File: config.mk
export PLATFORM = sky130hd
export DESIGN_NAME = apb_reg_port_flat
export DESIGN_NICKNAME = d
export VERILOG_FILES = /design/src/rtl/usrt_pkg.sv /design/src/rtl/apb_reg_port_if.sv /design/src/rtl/apb_reg_port.sv /design/src/flat_wrapper.sv
export SDC_FILE = /design/constraint.sdc
export NUM_CORES = 1
export LEC_CHECK = 0
export BUFFER_PORTS_ARGS = -buffer_cell sky130_fd_sc_hd__buf_2
export CAP_MARGIN = 20
export CORE_UTILIZATION = 41
export CTS_CLUSTER_DIAMETER = 30
export DETAILED_ROUTE_END_ITERATION = 6
export HOLD_SLACK_MARGIN = 0.06
export PLACE_DENSITY = 0.89
export SLEW_MARGIN = 15
export SYNTH_ARGS = -nofsm -noshare
export SYNTH_HDL_FRONTEND = slang
export SYNTH_SLANG_ARGS = --single-unit
export TNS_END_PERCENT = 10
File: constraint.sdc
create_clock -name i_Pclk -period 1.6 [get_ports i_Pclk]
set_input_delay 0.32 -clock i_Pclk [delete_from_list [all_inputs] [get_ports i_Pclk]]
set_output_delay 0.32 -clock i_Pclk [all_outputs]
set_load 0.01 [all_outputs]
File: src/rtl/usrt_pkg.sv
// Shared USRT definitions: APB front-end state encodings, register slot
// indices and the default access masks of the STATUS/TX/RX register file.
package usrt_pkg;

   typedef logic [1:0] state_t;

   localparam logic [1:0] S_IDLE   = 2'd0;
   localparam logic [1:0] S_ACCESS = 2'd1;
   localparam logic [1:0] S_RESP   = 2'd2;

   localparam int REG_STATUS  = 0;
   localparam int REG_TX      = 1;
   localparam int REG_RX      = 2;
   localparam int USRT_N_REGS = 3;

   // STATUS and RX are read-only, TX is write-only.
   localparam logic [USRT_N_REGS-1:0] DEFAULT_WR_MASK = 3'b010;
   localparam logic [USRT_N_REGS-1:0] DEFAULT_RD_MASK = 3'b101;

endpackage

File: src/rtl/apb_reg_port_if.sv
// APB3 bus bundle between the interconnect (master) and the USRT register
// front-end (slave).
interface apb_reg_port_if
   import usrt_pkg::*;
#(
   parameter int ADDR_W = 32,
   parameter int DATA_W = 32
);

   logic [ADDR_W-1:0] i_Paddr;
   logic              i_Psel;
   logic              i_Penable;
   logic              i_Pwrite;
   logic [DATA_W-1:0] i_Pwdata;
   logic [DATA_W-1:0] o_Prdata;
   logic              o_Pready;
   logic              o_Pslverr;

   modport master (
      output i_Paddr, i_Psel, i_Penable, i_Pwrite, i_Pwdata,
      input  o_Prdata, o_Pready, o_Pslverr
   );

   modport slave (
      input  i_Paddr, i_Psel, i_Penable, i_Pwrite, i_Pwdata,
      output o_Prdata, o_Pready, o_Pslverr
   );

endinterface

File: src/rtl/apb_reg_port.sv
// APB3 slave front-end for the USRT register file: decodes N register slots,
// inserts wait states, flags illegal accesses and returns read data.
module apb_reg_port
   import usrt_pkg::*;
#(
   parameter int                ADDR_W   = 32,
   parameter int                DATA_W   = 32,
   parameter int                SEL_LSB  = 30,
   parameter int                SEL_W    = 2,
   parameter int                N_REGS   = 3,
   parameter logic [N_REGS-1:0] WR_MASK  = N_REGS'(DEFAULT_WR_MASK),
   parameter logic [N_REGS-1:0] RD_MASK  = N_REGS'(DEFAULT_RD_MASK),
   parameter int                WAIT_CYC = 0
)(
   input  logic                     i_Pclk,
   input  logic                     i_Preset,
   apb_reg_port_if.slave            apb,
   output logic [N_REGS-1:0]        o_Wr_En,
   output logic [N_REGS-1:0]        o_Rd_En,
   output logic [DATA_W-1:0]        o_Wdata,
   input  logic [N_REGS*DATA_W-1:0] i_Rd_Data
);

   state_t            state;
   logic [3:0]        wait_cnt;
   logic [SEL_W-1:0]  idx_q;
   logic              wr_q;

   logic [N_REGS-1:0] sel_oh;
   logic              wr_ok;
   logic              rd_ok;
   logic              legal;
   logic [DATA_W-1:0] rd_word;

   // Only the select field of the address is decoded.
   logic unused_addr;
   assign unused_addr = ^apb.i_Paddr;

   // Decode the captured index; indices at or above N_REGS match no slot and
   // therefore come out illegal for both directions.
   always_comb begin
      sel_oh  = '0;
      wr_ok   = 1'b0;
      rd_ok   = 1'b0;
      rd_word = '0;
      for (int k = 0; k < N_REGS; k++) begin
         if (idx_q == SEL_W'(k)) begin
            sel_oh[k] = 1'b1;
            wr_ok     = WR_MASK[k];
            rd_ok     = RD_MASK[k];
            rd_word   = i_Rd_Data[k*DATA_W +: DATA_W];
         end
      end
      legal = wr_q ? wr_ok : rd_ok;
   end

   // Transfer FSM. Response outputs default low every cycle so that they
   // pulse for exactly the single RESP cycle; read data is registered at the
   // ACCESS->RESP edge, before the register sees the pop/clear strobe.
   always_ff @(posedge i_Pclk) begin
      if (i_Preset) begin
         state         <= S_IDLE;
         wait_cnt      <= 4'd0;
         idx_q         <= '0;
         wr_q          <= 1'b0;
         o_Wdata       <= '0;
         o_Wr_En       <= '0;
         o_Rd_En       <= '0;
         apb.o_Pready  <= 1'b0;
         apb.o_Pslverr <= 1'b0;
         apb.o_Prdata  <= '0;
      end else begin
         o_Wr_En       <= '0;
         o_Rd_En       <= '0;
         apb.o_Pready  <= 1'b0;
         apb.o_Pslverr <= 1'b0;
         apb.o_Prdata  <= '0;
         case (state)
            S_IDLE: begin
               if (apb.i_Psel && !apb.i_Penable) begin
                  idx_q    <= apb.i_Paddr[SEL_LSB +: SEL_W];
                  wr_q     <= apb.i_Pwrite;
                  o_Wdata  <= apb.i_Pwdata;
                  wait_cnt <= 4'(WAIT_CYC);
                  state    <= S_ACCESS;
               end
            end
            S_ACCESS: begin
               if (!apb.i_Psel) begin
                  state <= S_IDLE;
               end else if (apb.i_Penable) begin
                  if (wait_cnt == 4'd0) begin
                     state        <= S_RESP;
                     apb.o_Pready <= 1'b1;
                     if (!legal) begin
                        apb.o_Pslverr <= 1'b1;
                     end else if (wr_q) begin
                        o_Wr_En <= sel_oh;
                     end else begin
                        o_Rd_En      <= sel_oh;
                        apb.o_Prdata <= rd_word;
                     end
                  end else begin
                     wait_cnt <= wait_cnt - 4'd1;
                  end
               end
            end
            S_RESP: begin
               state <= S_IDLE;
            end
            default: begin
               state <= S_IDLE;
            end
         endcase
      end
   end

endmodule

File: src/flat_wrapper.sv
// flat-port wrapper written by rule: the top's interface ports become plain ports
module apb_reg_port_flat import usrt_pkg::*;
#(
   parameter int                ADDR_W   = 32,
   parameter int                DATA_W   = 32,
   parameter int                SEL_LSB  = 30,
   parameter int                SEL_W    = 2,
   parameter int                N_REGS   = 3,
   parameter logic [N_REGS-1:0] WR_MASK  = N_REGS'(DEFAULT_WR_MASK),
   parameter logic [N_REGS-1:0] RD_MASK  = N_REGS'(DEFAULT_RD_MASK),
   parameter int                WAIT_CYC = 0
)
  (i_Pclk, i_Preset, o_Wr_En, o_Rd_En, o_Wdata, i_Rd_Data, apb_i_Paddr, apb_i_Psel, apb_i_Penable, apb_i_Pwrite, apb_i_Pwdata, apb_o_Prdata, apb_o_Pready, apb_o_Pslverr);
  apb_reg_port_if #(.ADDR_W(ADDR_W), .DATA_W(DATA_W)) apb_i ();
  input  logic i_Pclk;
  input  logic i_Preset;
  output logic [N_REGS-1:0] o_Wr_En;
  output logic [N_REGS-1:0] o_Rd_En;
  output logic [DATA_W-1:0] o_Wdata;
  input  logic [N_REGS*DATA_W-1:0] i_Rd_Data;
  input wire logic [$bits(apb_i.i_Paddr)-1:0] apb_i_Paddr;
  input wire logic [$bits(apb_i.i_Psel)-1:0] apb_i_Psel;
  input wire logic [$bits(apb_i.i_Penable)-1:0] apb_i_Penable;
  input wire logic [$bits(apb_i.i_Pwrite)-1:0] apb_i_Pwrite;
  input wire logic [$bits(apb_i.i_Pwdata)-1:0] apb_i_Pwdata;
  output wire logic [$bits(apb_i.o_Prdata)-1:0] apb_o_Prdata;
  output wire logic [$bits(apb_i.o_Pready)-1:0] apb_o_Pready;
  output wire logic [$bits(apb_i.o_Pslverr)-1:0] apb_o_Pslverr;
  assign apb_i.i_Paddr = apb_i_Paddr;
  assign apb_i.i_Psel = apb_i_Psel;
  assign apb_i.i_Penable = apb_i_Penable;
  assign apb_i.i_Pwrite = apb_i_Pwrite;
  assign apb_i.i_Pwdata = apb_i_Pwdata;
  assign apb_o_Prdata = apb_i.o_Prdata;
  assign apb_o_Pready = apb_i.o_Pready;
  assign apb_o_Pslverr = apb_i.o_Pslverr;
  apb_reg_port #(.ADDR_W(ADDR_W), .DATA_W(DATA_W), .SEL_LSB(SEL_LSB), .SEL_W(SEL_W), .N_REGS(N_REGS), .WR_MASK(WR_MASK), .RD_MASK(RD_MASK), .WAIT_CYC(WAIT_CYC)) u_core (.i_Pclk(i_Pclk), .i_Preset(i_Preset), .apb(apb_i), .o_Wr_En(o_Wr_En), .o_Rd_En(o_Rd_En), .o_Wdata(o_Wdata), .i_Rd_Data(i_Rd_Data));
endmodule
Yosys cells after proc, flatten, opt, wreduce, memory -nomap -nowiden
Cells that the tools add are included. Widths: inputs -> output; s select.

Logic and storage cells: 61. Register bits after elaboration: 81.

Reduce and logical (&&, ||, !) cells: 13. Bitwise logic cells: 6. $add $sub $neg: 1. Equal/unequal tests: 9. Muxes and demuxes: 22.

Operators with widths (count): $mux 32 (3); $mux 4 (4); $reduce_or 7->1 (2); $mux 1 (9); $mux 2 (4); $pmux 4 s2 (1); $ne 2x2->1 const B (3); $not 1->1 (6); $reduce_and 5->1 (1); $reduce_or 5->1 (1); $eq 2x1->1 const B (2); $logic_not 2->1 (2); $logic_not 4->1 (1); $pmux 2 s2 (1); $reduce_or 4->1 (1); $sub 4x1->4 const B (1); $ne 3x2->1 const B (1); $ne 3x3->1 const B (1); $reduce_and 3->1 (1); $eq 2x2->1 const B (1); $ne 2x1->1 const B (1); $reduce_and 2->1 (1); $reduce_bool 2->1 (1); $logic_and 1x1->1 (1); $logic_not 1->1 (1).

Depth between registers and ports, before layout
Gate-level depths: netlist of run 1.

Depth in word-level cells: 7. Depth in mapped cells: 6. Mapped depth without buffers: 5.

Worst setup path after synthesis of run 1
Ideal clock, no wire load.

Kind: input -> register. From: input port apb_i_Penable. To: register u_core.idx_q[0]. Arrival: 1.312 ns. Path buffers: 3. Path slack: 0.156 ns. Cell stages on the path: 6. Setup time: 0.132 ns. Data required time: 1.468 ns. Cell sequence: clkbuf_8 -> or4b_1 -> buf_6 -> buf_8 -> nand2_1 -> a21oi_1.

Longest elaborated chain between the ends: 3.

RTL lines: from (decl) (line flat_wrapper.sv:23) `input wire logic [$bits(apb_i.i_Penable)-1:0] apb_i_Penable;`; $logic_not 1->1 (line apb_reg_port.sv:80) `if (apb.i_Psel && !apb.i_Penable) begin`; $logic_and 1x1->1 (line apb_reg_port.sv:80); $reduce_and 2->1 (no source line); to (signal assigned) (line apb_reg_port.sv:81) `idx_q <= apb.i_Paddr[SEL_LSB +: SEL_W];`; to (decl) (line apb_reg_port.sv:26) `logic [SEL_W-1:0] idx_q;`.

No other way between the ends. A chain may end at the register's enable or synchronous reset.

Worst setup path after layout of run 1
From: register u_core.wait_cnt[0]. To: register u_core.wait_cnt[3].

Longest elaborated chain between the ends: 5. Elaborated cells between the ends (all ways): 8. Those cells by class: add/sub: 1; eq/ne: 1; mux: 4; reduce/logical: 2.

RTL lines: from (decl) (line apb_reg_port.sv:25) `logic [3:0] wait_cnt;`; from (signal assigned) (line apb_reg_port.sv:84) `wait_cnt <= 4'(WAIT_CYC);`; from (signal assigned) (line apb_reg_port.sv:104) `wait_cnt <= wait_cnt - 4'd1;`; $sub 4x1->4 (line apb_reg_port.sv:104); $mux 4 (line apb_reg_port.sv:92) `if (wait_cnt == 4'd0) begin`; $mux 4 (line apb_reg_port.sv:91) `end else if (apb.i_Penable) begin`; $mux 4 (line apb_reg_port.sv:89) `if (!apb.i_Psel) begin`; $pmux 4 s2 (line apb_reg_port.sv:78) `case (state)`.

Several ways; a longest one is shown, not always the timed one. The select of a mux whose other input is x is not followed.

==> metrics.cfg, run 1 <==
[run_status]
status = complete, no violations

[setup_path]
critPathLaunch = u_core.wait_cnt[0]
required_ns = 1.88
crit_path_end_kind = flop
cp_max_fo = 4
r2r_start = u_core.wait_cnt[0]
crit_type = reg2reg
startpoint_type = flop
crit_arrival_ns = 1.79

[sta]
hold_viol = 0
fin_crit_sh_pct = 94.57
setup_viol = 0
hold_ws_ns = 0.1951
rsz0062_at_grt = true
max_freq_mhz = 660.9
period_needed_ns = 1.513
slew_viol_final = 0
finalWorstSetupSlack_ns = 0.08693
fin_worst_skew_ns = 0.01541

[synth]
yosysTopAreaCell = dfxtp_1
synth_cell_types = 36
netlist_area_sq_mm = 0.003327
syn_inst = 387
async_flop_share_pct = 0
yosysTopAreaCellShare_pct = 48.74
synth_edf_count = 0
synth_most_common_cell = nand2_1
synth-main-ff-cell = dfxtp_1
ys_seq_elements = 81
yosys_warnings = 0
synth_area_leaders = dfxtp_1 (49%), nand2_1 (15%), mux2_2 (11%)
yosys-top-cells-count = nand2_1 (136), dfxtp_1 (81), a21oi_1 (68)
yosysSeqAreaShare_pct = 48.74
avgSynthCellArea_sq_um = 8.597

[power_and_ir_drop]
power.share.clock_pct = 39.4
p_total_uw = 4349
p_sw_share_pct = 24.90
pwr-share-comb_pct = 12.5
p_int_uw = 3266
p_seq_share_pct = 48.1
leakage_uw = 0.002308
powerDensity_mw_per_mm2 = 924.4
switching_power_uw = 1083
vdd_ir_drop_max_uv = 409.0

[clock_tree]
cts_buffers = 9
cts-htree-levels = 3
postCtsSetupBuffers = 0
clk_pin_slew_worst_paths_ns = 0.10
clockBufferDepth = 2
clkSinkCount = 81
clock_latency_ns = 0.35
cts_tree = yes
ctsRootBufferMaster = clkbuf_8

[global_route]
overflow = 0
grt_pass1_wl_um = 14520
grtUsageTotal_pct = 21.42
grt_pass1_vias = 3241
grt_start_max_net_pins = 35
antenna_found_initial = 0

[cells_and_area]
final_layout_size_suffix_gt1_share_pct = 46.46
nNetsFinal = 756
stdcell_count = 696
area_growth_pct = 41.41
insertedDiodeCount = 0
fin_util_pct = 60.26
fillCellCount = 689

[drt]
wl_per_cell_um = 12.84
drc_errors = 0
final_antenna_net_count = 0
num_vias = 3359
dr.pass1.iters = 4
via_per_inst = 4.826
drt_iter0_drc = 76
wl_um = 8939

[place]
port_buffers = 206
gp_congestion = 0.8428
dpl.cell_count = 680
hpwlAfterDp_um = 6653
place_worst_setup_slack_ns = 0.03360

[hold_path]
min-delay-start = apb_i_Pwdata[11]
hold_class = in2reg

[die]
start_util_pct = 42.61
coreArea_sq_mm = 0.007807
rows = 32
io-pin-count = 237
die-width_um = 92.08
die_height_um = 92.08
die_area_sq_mm = 0.008479

[job]
drv_cap = 0

metrics by stage:
stage                      TNS (ns)  area, sq um
after global placement            0         4446
final                             0         4705
after floorplan                   0         3334
after global routing      -0.005343         4705
after CTS                         0         4678
after detailed placement          0         4446
logic make-up after synthesis:
group / count (synthesis) / share of synthesized area, %
buf+inv: 33 / 6.468
xor+xnor: 1 / 0.2633
other cells: 1 / 0.1127
simple gates: 161 / 20.69
mux: 32 / 10.83
flops: 81 / 48.74
compound gates: 76 / 12.15
fa+ha+maj: 2 / 0.7520
worst max-delay path, cell delays in order, from the launching register on:
cell       delay, ns
dfxtp_1         0.38
inv_1           0.08
ha_1            0.21
or4b_1          0.49
nor4_2          0.16
o2bb2ai_1       0.13
power groups by stage:
stage                     clock, uW  sequential [uW]  combinational, uW
after global placement            0             2140                522
after detailed placement          0             2140                540
after floorplan                   0             2160                271
after CTS                      1770             2090                543
final                          1710             2090                543
after global routing           1860             2100                602
cell type report:
type	count	area (sq um)	share of cell area [%]
well taps	102	127.6	2.713
multi-input cells	275	1526	32.45
clock inverters	7	108.9	2.314
repair buffers	217	1176	25.00
clock buffers	9	123.9	2.633
flip-flops and latches	81	1623	34.49
inverters	5	18.77	0.3989
sequential cells by signal, indices dropped and copies added (netlist names):
name	count
u_core.apb.o_Pslverr	1
u_core.state	2
u_core.o_Rd_En	3
u_core.idx_q	2
u_core.o_Wr_En	3
u_core.wr_q	1
u_core.apb.o_Pready	1
u_core.apb.o_Prdata	32
u_core.o_Wdata	32
u_core.wait_cnt	4
final timing paths:
check	endpoint	slack, ns	depth (start not counted)
setup reg to reg	u_core.wait_cnt[3]	0.09	5
setup / recovery	u_core.wait_cnt[3]	0.09	5
hold / removal	u_core.o_Wdata[11]	0.20	3
hold reg to reg	u_core.o_Wdata[8]	0.46	2
per-layer routing:
layer / vias up / part of all wire [%] / GRT usage, %
li1: 1676 / - / -
met1: 1518 / 41 / 23.86
met2: 142 / 50 / 38.68
met3: 23 / 6.6 / 5.307
met4: 0 / 2.2 / 8.724
met5: - / 0 / 0
timing repair:
action                     in CTS  in global routing
setup endpoints to repair       0                 23
hold buffers                    0                  0
gates resized for setup         0                  5
layout by cell type, fill, tap and decap left out, types with 2 or more instances in the layout:
master     Yosys  routed
inv_1          4       4
mux2_2        32      32
a22o_1         2       2
a21oi_1       68      68
nand2_1      136     136
clkbuf_8       1       9
buf_12         0       5
dfxtp_1       81      80
bufinv_16      0       2
buf_2          8     206
buf_4          0       6
nor2_1         6       6
ha_1           2       2
inv_8          0       2
conb_1         1       3
or4b_1         2       2
nor3b_2        0       2
inv_6          0       2
a211oi_1       3       2
(Power assumes the default switching activity.)
==> run 2: changes to the inputs <==
Settings changed: RECOVER_POWER set to 50.
==> run 2 against run 1 <==
Global-route usage did not move; core utilization decreased by 1.2 points; sequential cell count stayed put; clock skew shrank 0.00052 ns; worst setup slack about the same; register-to-register slack is essentially flat; count of clock-buffer cells in the layout unchanged; sequential share of layout area increased by 0.67 points; via count increased by 0.77%; sequential power is essentially flat; worst hold slack is essentially flat; clock power is essentially flat; critical path type unchanged; critical endpoint unchanged; largest cell class unchanged.
==> metrics.cfg, run 2 (synthesis gave the netlist of run 1 again) <==
[hold_path]
hold_class = in2reg
hold-path-cell-count = 3  ; unchanged
min-delay-start = apb_i_Pwdata[11]
min_to = u_core.o_Wdata[11]

[cells_and_area]
fin_area_sq_mm = 0.004614  ; -1.9%
mostFrequentLayoutCells = nand2_1 (136), buf_2 (134), dfxtp_1 (80)
insertedDiodeCount = 0  ; unchanged
final_layout_size_suffix_gt1_share_pct = 34.34  ; -12 points
final_common_cell = nand2_1
reg_top3 = u_core.apb.o_Prdata (32), u_core.o_Wdata (32), u_core.wait_cnt (4)
fillCellCount = 720  ; +4.5%
nNetsFinal = 756  ; unchanged
area_growth_pct = 38.70

[setup_path]
crit_arrival_ns = 1.79  ; about the same
r2r_slack_ns = 0.09  ; about the same
crit_path_end_kind = flop
required_ns = 1.88  ; about the same
r2r_start = u_core.wait_cnt[0]
cp_max_fo = 4  ; unchanged
critPathLaunch = u_core.wait_cnt[0]
worst_r2r_endpoint = u_core.wait_cnt[3]
r2r_cells = 5  ; unchanged
startpoint_type = flop
crit_type = reg2reg

[global_route]
grtUsageTotal_pct = 21.42  ; unchanged
grt_start_max_net_pins = 35  ; unchanged
overflow = 0  ; unchanged
grt_pass1_vias = 3241  ; unchanged
antenna_found_initial = 0  ; unchanged
grt_pass1_wl_um = 14520  ; unchanged

[die]
die-width_um = 92.08  ; unchanged
io-pin-count = 237  ; unchanged
die_area_sq_mm = 0.008479  ; unchanged
coreArea_sq_mm = 0.007807  ; unchanged
start_util_pct = 42.61  ; unchanged
rows = 32  ; unchanged
die_height_um = 92.08  ; unchanged

[clock_tree]
cts_buffers = 9  ; unchanged
clock_latency_ns = 0.35  ; about the same
clk_pin_slew_worst_paths_ns = 0.10  ; about the same
cts-htree-levels = 3  ; unchanged
cts_tree = yes
cts_resized = 0  ; unchanged
clkSinkCount = 81  ; unchanged
cts_hold_buf = 0  ; unchanged
ctsRootBufferMaster = clkbuf_8
clockBufferDepth = 2  ; unchanged
postCtsSetupBuffers = 0  ; unchanged

[sta]
slew_viol_final = 0  ; unchanged
hold_ws_ns = 0.1954  ; +0.0003100 ns
max_freq_mhz = 661.0  ; about the same
fin_setup_tns_ns = 0  ; unchanged
fin_worst_skew_ns = 0.01490  ; -0.0005167 ns
rsz0062_at_grt = true
fin_crit_sh_pct = 94.56  ; about the same
period_needed_ns = 1.513  ; -0.0001066 ns
setup_viol = 0  ; unchanged
hold_viol = 0  ; unchanged

[drt]
drt_iter0_drc = 80  ; +5.3%
via_per_inst = 4.864  ; +0.77%
wl_per_cell_um = 12.87  ; +0.23%
final_antenna_net_count = 0  ; unchanged
drc_errors = 0  ; unchanged
dr.pass1.iters = 4  ; unchanged
num_vias = 3385  ; +0.77%
wl_um = 8960  ; +0.23%

[power_and_ir_drop]
powerDensity_mw_per_mm2 = 940.1  ; +1.7%
pwr-share-comb_pct = 12.2  ; -0.3 points
switching_power_uw = 1084  ; +0.13%
leakage_uw = 0.002004  ; -13%
vdd_ir_drop_max_uv = 408.2  ; -0.20%
p_seq_share_pct = 48.3  ; +0.2 points
p_int_uw = 3254  ; -0.37%
p_sw_share_pct = 25.00  ; +0.094 points
power.share.clock_pct = 39.5  ; about the same

[job]
drv_cap = 0  ; unchanged

[place]
port_buffers = 206  ; unchanged
hpwlAfterDp_um = 6653  ; unchanged
placed_area_sq_mm = 0.004446  ; unchanged
gp_congestion = 0.8428  ; unchanged

[run_status]
status = complete, no violations

==> run 2: cell types whose count changed in the layout (fill, tap and decap cells not counted) <==
cell | previous run | this run
buf_2 | 206 | 134
clkbuf_1 | 0 | 72
==> run 2: worst max-delay path by stage <==
| stage | to | slack (ns) | cells past startpoint |
|---|---|---|---|
| 2_1_floorplan | u_core.idx_q[0] | 0.16 | 6 |
| 3_3_place_gp | u_core.wait_cnt[0] | 0.12 | 5 |
| 3_5_place_dp | u_core.apb.o_Pslverr | 0.03 | 5 |
| 4_1_cts | u_core.apb.o_Pslverr | 0.005 | 5 |
| 5_1_grt | u_core.apb.o_Pslverr | -0.005 | 5 |
| 6_report | u_core.wait_cnt[3] | 0.09 | 5 |
==> run 2: power groups by stage <==
stage,Combinational [uW],Clock (uW),Sequential [uW]
6_report,531,1710,2100
5_1_grt,590,1860,2100
4_1_cts,543,1770,2090
3_5_place_dp,540,0,2140
3_3_place_gp,522,0,2140
2_1_floorplan,271,0,2160
==> run 2: metrics by stage <==
stage | setup WS, ns | std cells | util (%) | power (uW)
detailed placement | 0.03360 | 680 | 56.94 | 2681
global route | -0.005343 | 696 | 59.10 | 4556
CTS | 0.005192 | 696 | 59.92 | 4404
global placement | 0.1249 | 680 | 56.94 | 2660
finish | 0.08703 | 696 | 59.10 | 4338
floorplan | 0.1558 | 389 | - | 2428
==> run 2: worst max-delay path, stage by stage, from the launching register on <==
cell	delay, ns
dfxtp_1	0.38
inv_1	0.08
ha_1	0.21
or4b_1	0.49
nor4_2	0.16
o2bb2ai_1	0.13
==> run 2: cell type report <==
cell class / count / area, sq um / share of cell area, %
Sequential cell: 81 / 1623 / 35.17
Multi-Input combinational cell: 275 / 1526 / 33.08
Timing Repair Buffer: 217 / 1086 / 23.54
Tap cell: 102 / 127.6 / 2.766
Clock buffer: 9 / 123.9 / 2.684
Clock inverter: 7 / 108.9 / 2.359
Inverter: 5 / 18.77 / 0.4067
==> run 2: layer usage <==
metal / part of all wire, % / vias to the layer above / GRT usage (%)
met1: 40 / 1540 / 23.86
li1: - / 1676 / -
met3: 7.2 / 21 / 5.307
met2: 51 / 148 / 38.68
met4: 2.1 / 0 / 8.724
met5: 0 / - / 0
